--- src/rtl/systolic_pkg.sv ---
// Shared types and default dimensions for the systolic scheduler and array.
package systolic_pkg;

  localparam int MATRIX_SIZE_DEF = 2;
  localparam int DATA_SIZE_DEF   = 32;

  typedef enum logic [1:0] {
    IDLE   = 2'd0,
    LOAD_W = 2'd1,
    STREAM = 2'd2,
    DRAIN  = 2'd3
  } sched_state_t;

endpackage

--- src/rtl/skew_delay_line.sv ---
// Fixed-depth shift register carrying a data word plus its valid bit.
module skew_delay_line #(
  parameter int DEPTH = 1,
  parameter int WIDTH = 32
) (
  input  logic             clk,
  input  logic             reset,
  input  logic             valid_i,
  input  logic [WIDTH-1:0] data_i,
  output logic             valid_o,
  output logic [WIDTH-1:0] data_o
);

  logic [DEPTH-1:0]            vld_q;
  logic [DEPTH-1:0][WIDTH-1:0] dat_q;

  always_ff @(posedge clk) begin
    if (reset) begin
      vld_q <= '0;
      dat_q <= '0;
    end else begin
      vld_q[0] <= valid_i;
      dat_q[0] <= data_i;
      for (int k = 1; k < DEPTH; k++) begin
        vld_q[k] <= vld_q[k-1];
        dat_q[k] <= dat_q[k-1];
      end
    end
  end

  assign valid_o = vld_q[DEPTH-1];
  assign data_o  = dat_q[DEPTH-1];

endmodule

--- src/rtl/systolic_scheduler.sv ---
// Weight-load / skewed-stream sequencer in front of systolic_array.
// SYSTOLIC_SCHED_ZERO_GATE_EN: zero out_data[i] whenever enable_mult[i] is low.
module systolic_scheduler
  import systolic_pkg::*;
#(
  parameter int MATRIX_SIZE = MATRIX_SIZE_DEF,
  parameter int DATA_SIZE   = DATA_SIZE_DEF
) (
  input  logic                                  clk,
  input  logic                                  reset,
  input  logic                                  w_valid,
  output logic                                  w_ready,
  input  logic [MATRIX_SIZE-1:0][DATA_SIZE-1:0] w_data,
  input  logic                                  x_valid,
  output logic                                  x_ready,
  input  logic [MATRIX_SIZE-1:0][DATA_SIZE-1:0] x_data,
  input  logic                                  x_last,
  output logic [MATRIX_SIZE-1:0][DATA_SIZE-1:0] out_weights,
  output logic [MATRIX_SIZE-1:0][DATA_SIZE-1:0] out_data,
  output logic [MATRIX_SIZE-1:0]                load_weight,
  output logic [MATRIX_SIZE-1:0]                enable_mult,
  output logic                                  busy,
  output logic                                  done
);

  localparam int CNT_W = $clog2(MATRIX_SIZE + 1);

  sched_state_t                          state_q;
  logic [CNT_W-1:0]                      wcnt_q, wcnt_d;
  logic [CNT_W-1:0]                      dcnt_q;
  logic [MATRIX_SIZE-1:0][DATA_SIZE-1:0] out_weights_q;
  logic [MATRIX_SIZE-1:0]                load_weight_q;
  logic                                  done_q;
  logic                                  w_fire, x_fire;

  assign busy    = (state_q != IDLE);
  assign w_ready = (state_q == IDLE) || (state_q == LOAD_W);
  assign x_ready = (state_q == STREAM);
  assign w_fire  = w_valid && w_ready;
  assign x_fire  = x_valid && x_ready;
  assign wcnt_d  = wcnt_q + CNT_W'(1);

  always_ff @(posedge clk) begin
    if (reset) begin
      state_q       <= IDLE;
      wcnt_q        <= '0;
      dcnt_q        <= '0;
      out_weights_q <= '0;
      load_weight_q <= '0;
      done_q        <= 1'b0;
    end else begin
      load_weight_q <= '0;
      done_q        <= 1'b0;
      if (w_fire) begin
        out_weights_q <= w_data;
        load_weight_q <= '1;
      end
      case (state_q)
        IDLE: begin
          if (w_fire) begin
            wcnt_q  <= CNT_W'(1);
            state_q <= (MATRIX_SIZE == 1) ? STREAM : LOAD_W;
          end
        end
        LOAD_W: begin
          if (w_fire) begin
            wcnt_q <= wcnt_d;
            if (wcnt_d == CNT_W'(MATRIX_SIZE)) state_q <= STREAM;
          end
        end
        STREAM: begin
          if (x_fire && x_last) begin
            dcnt_q  <= '0;
            state_q <= DRAIN;
          end
        end
        DRAIN: begin
          // DRAIN spans exactly MATRIX_SIZE cycles, long enough for the deepest row
          if (dcnt_q == CNT_W'(MATRIX_SIZE - 1)) begin
            state_q <= IDLE;
            done_q  <= 1'b1;
          end else begin
            dcnt_q <= dcnt_q + CNT_W'(1);
          end
        end
        default: state_q <= IDLE;
      endcase
    end
  end

  assign out_weights = out_weights_q;
  assign load_weight = load_weight_q;
  assign done        = done_q;

  for (genvar i = 0; i < MATRIX_SIZE; i++) begin : g_row
    logic [DATA_SIZE-1:0] line_in, line_out;

    // Outside STREAM only zero-data bubbles enter, so idle lines settle to zero
    assign line_in = (state_q == STREAM) ? x_data[i] : '0;

    skew_delay_line #(
      .DEPTH(i + 1),
      .WIDTH(DATA_SIZE)
    ) u_skew (
      .clk    (clk),
      .reset  (reset),
      .valid_i(x_fire),
      .data_i (line_in),
      .valid_o(enable_mult[i]),
      .data_o (line_out)
    );

`ifdef SYSTOLIC_SCHED_ZERO_GATE_EN
    assign out_data[i] = enable_mult[i] ? line_out : '0;
`else
    assign out_data[i] = line_out;
`endif
  end

endmodule

--- config.mk ---
export PLATFORM = sky130hd
export DESIGN_NAME = systolic_scheduler
export DESIGN_NICKNAME = d
export VERILOG_FILES = /design/src/rtl/systolic_pkg.sv /design/src/rtl/skew_delay_line.sv /design/src/rtl/systolic_scheduler.sv
export SDC_FILE = /design/constraint.sdc
export NUM_CORES = 1
export LEC_CHECK = 0
export BUFFER_PORTS_ARGS = -buffer_cell sky130_fd_sc_hd__buf_2
export CAP_MARGIN = 10
export CORE_MARGIN = 5
export CORE_UTILIZATION = 47
export CTS_CLUSTER_SIZE = 30
export DETAILED_ROUTE_END_ITERATION = 16
export PLACE_DENSITY = 0.8
export RECOVER_POWER = 50
export SLEW_MARGIN = 20
export SYNTH_ARGS = -nofsm -noshare
export SYNTH_HDL_FRONTEND = slang
export SYNTH_HIERARCHICAL = 1
export SYNTH_SLANG_ARGS = --single-unit
--- constraint.sdc ---
create_clock -name clk -period 1.77 [get_ports clk]
set_input_delay 0.2655 -clock clk [delete_from_list [all_inputs] [get_ports clk]]
set_output_delay 0.2655 -clock clk [all_outputs]
set_load 0.05 [all_outputs]
==> impl_results.md <==
* Antenna-violating nets left at 0
* Via Count at about 4700
* Worst Tran Pin Value at just under 1 ns
* Total grt overflow at 0
* Slew headroom at 0.349
* Maximum operating frequency at around 0.59 GHz
* Max incr delay on CP at roughly 0.36 ns
* Post-layout min period at roughly 1.7 ns
* RSZ-0062 raised after global routing: no
* DPL Wire Length at between 9000 and 10000 um
* Sink Count at around 170
* Total CTS buffers at 17
* DRC at 0
* Prevailing post-synth register cell: dfxtp_1
* Clock transition at path regs at roughly 0.07 ns
* Mapped Area at about 6000 um^2
* Share of the synthesized area in the top cell type at 0.563
* Port Buffers at between 200 and 300
* Layout cell share with drive strength beyond 1 at 0.246
* Area growth syn-to-layout at 28.1%
* Clk_skew at approximately 0.009 ns
* Final hold vios at 0
* DRT iter0 DRCs at 230
* CP arrival at roughly 1.4 ns
* Run status: complete, no violations
* Worst-path cell chain: inv_2 -> ha_4 -> or2_1 -> buf_6
* Synth cell types at 26
* #FFs+latches synth at between 150 and 200
* Avg Vias per Cell at 4.45
* DP Area at between 7000 and 8000 um^2
* Maximum VDD drop at 0.972 mV
* Setup TNS at 0 ns
* Post-CTS Hold Fix Bufs at 0
* Count of warnings emitted by yosys at 6
* Vias in the first global route at around 4400
* Hold Path Depth at 3
* Final setup violation count at 0
* Max-cap violations at 0
* Avg WL per Cell at 13.1 um
* Initial antenna violation count at 0
* Core area at about 13000 um^2
* Hold Crit Class: input pin to flip-flop
* Synthesized instance count at 640
* Leading area contributor after synthesis: dfxtp_1
* WL final at around 14000 um
* Placer Congestion at 0.777
* CTS tree: built
* Power Dens Cells at ~1600 nW/um^2
* Clock Root Buffer: clkbuf_16
* Final Cycle Share at 0.953
* Crit path launch type: flip-flop
* Die area at 15300 um^2
* Net Count, Synth at 780
* Dominant cells by area after synthesis: dfxtp_1 (56%), nor2b_1 (10%), nand2_1 (8.0%), and2_1 (6.8%), a21oi_1 (5.5%)
* Initial core utilization at 0.480
* Maximum clock path buffer count at 2
* Max H-tree Level at 4
* Area of the multi-input gates at between 2000 and 2500 um^2
* Number of top-level pins at 269
* Max FO, Critical Path at 5
* Worst reg2reg path depth at 5
* Clk_lat worst skew at about 0.42 ns
* Slowest library cell on the worst path: dfxtp_4
* Share of flip-flops with an asynchronous set or reset at 0
* Largest net degree at the start of global routing at 67
* Final #Nets at 1010
* Post-synth EDFFs at 0
* Leak at ~3.4 nW
* Slew Limit Fails at 0
* WS Path Type: flip-flop to primary output
* Die Wd at about 120 um
* Fill cells at 1131
* CP Capture Type: primary output
* Syn avg cell area at 9.50 um^2
* Final instance area at slightly below 8000 um^2
* DIE HEIGHT at about 120 um
* Diode count at 0
* Reg area at between 3000 and 4000 um^2
* Overall Global Routing Usage at 0.175
* Register area share after synthesis at 0.563
* Pre-Repair DR Iteration Count at 4
* WP data required at about 1.5 ns
* Rows at 41
* Global-route wire length before repair at between 20000 and 25000 um
## kinds of logic (layout without fill, tap and decap cells)
logic type	Yosys count	count (layout)	synth area share
simple gates	308	308	0.264
flops	171	171	0.563
buf+inv	77	320	0.0844
compound gates	75	75	0.0706
fa+ha+maj	7	7	0.0144
mux	2	2	0.00329
## path summary, 6_finish.rpt
| path | end | from | slack [ns] |
|---|---|---|---|
| setup reg to reg | dcnt_q[1] | state_q[0] | 0.17 |
| setup / recovery | w_ready | state_q[1] | 0.08 |
| hold reg to reg | g_row[1].u_skew/data_o[15] | g_row[1].u_skew/dat_q[15] | 0.43 |
| hold / removal | out_weights[58] | w_data[58] | 0.08 |
## what timing repair did
action	in CTS	in global routing
buffers inserted	0	2
setup endpoints to repair	2	1
resized for setup	12	1
pin swaps	0	2
## state kept, by name, summed over array words and instances (netlist names)
register,flops
state_q,2
dcnt_q,2
g_row.u_skew/data_o,64
g_row.u_skew/dat_q,32
done,1
out_weights,64
wcnt_q,2
load_weight,1
g_row.u_skew/valid_o,1
g_row.u_skew/vld_q,2
## cells in the mapped netlist, types with 2 or more instances
library cell	count
dfxtp_1	171
nor2_1	3
buf_6	9
or4b_1	2
nand2b_1	3
mux2i_1	2
o31ai_1	2
nor2b_1	102
inv_1	5
nand2_1	129
buf_2	8
a21oi_1	67
clkbuf_1	15
and2_1	66
ha_1	7
buf_4	39
## cells in the final DEF (no fill, tap or decap), types with 2 or more instances in the layout
master	instances
inv_6	5
mux2i_1	2
buf_4	7
clkbuf_1	109
dfxtp_4	2
and2_1	62
buf_12	3
nand2_1	129
clkinv_4	2
clkbuf_16	17
nand2b_1	3
or4b_1	2
and2_0	4
ha_1	5
o31ai_1	2
nor2_1	3
dfxtp_1	169
a21oi_1	67
ha_4	2
inv_2	2
inv_1	3
clkbuf_2	2
bufinv_16	2
clkinvlp_4	3
nor2b_1	102
buf_2	162
## stage by stage
step | hold WS (ns) | std cells | worst slack (ns) | power, W | util
finish | 0.0776 | 1055 | 0.0833 | 0.0121 | 0.615
global route | 0.0562 | 1055 | 0.00868 | 0.0127 | 0.615
CTS | 0.0544 | 1053 | 0.0414 | 0.0123 | 0.627
detailed placement | 0.420 | 1021 | 0.159 | 0.00848 | 0.576
global placement | 0.416 | 1021 | 0.220 | 0.00843 | 0.576
floorplan | 0.337 | 640 | 0.0163 | 0.00764 | -
## critical path, delay by kind of cell, from the launching register on
kind / cells / cell delay [ns]
adders and majority gates: 1 / 0.18
buffers and inverters: 2 / 0.23
DFF: 1 / 0.36
and+or+nand+nor: 1 / 0.24
## area by class of cell
class / instances / area share
clock buffers: 19 / 0.0569
clock inverters: 13 / 0.0199
inverters: 5 / 0.00241
multi-input cells: 392 / 0.279
flip-flops and latches: 171 / 0.440
well taps: 172 / 0.0276
repair buffers: 283 / 0.173
## power by group
| group | switching (W) | internal (W) | total [W] |
|---|---|---|---|
| clock network | 0.00154 | 0.00215 | 0.00370 |
| logic | 0.00273 | 0.00111 | 0.00384 |
| registers | 0.000198 | 0.00435 | 0.00455 |
| total | 0.00447 | 0.00762 | 0.0121 |
## routing by layer
layer	up-vias	global-route usage	share of wire
met4	0	0.0941	0.030
met2	180	0.284	0.48
met1	2068	0.194	0.39
met5	-	0	0
met3	34	0.0763	0.10
li1	2416	-	-
Note: power is estimated with default switching activity, not from simulation.
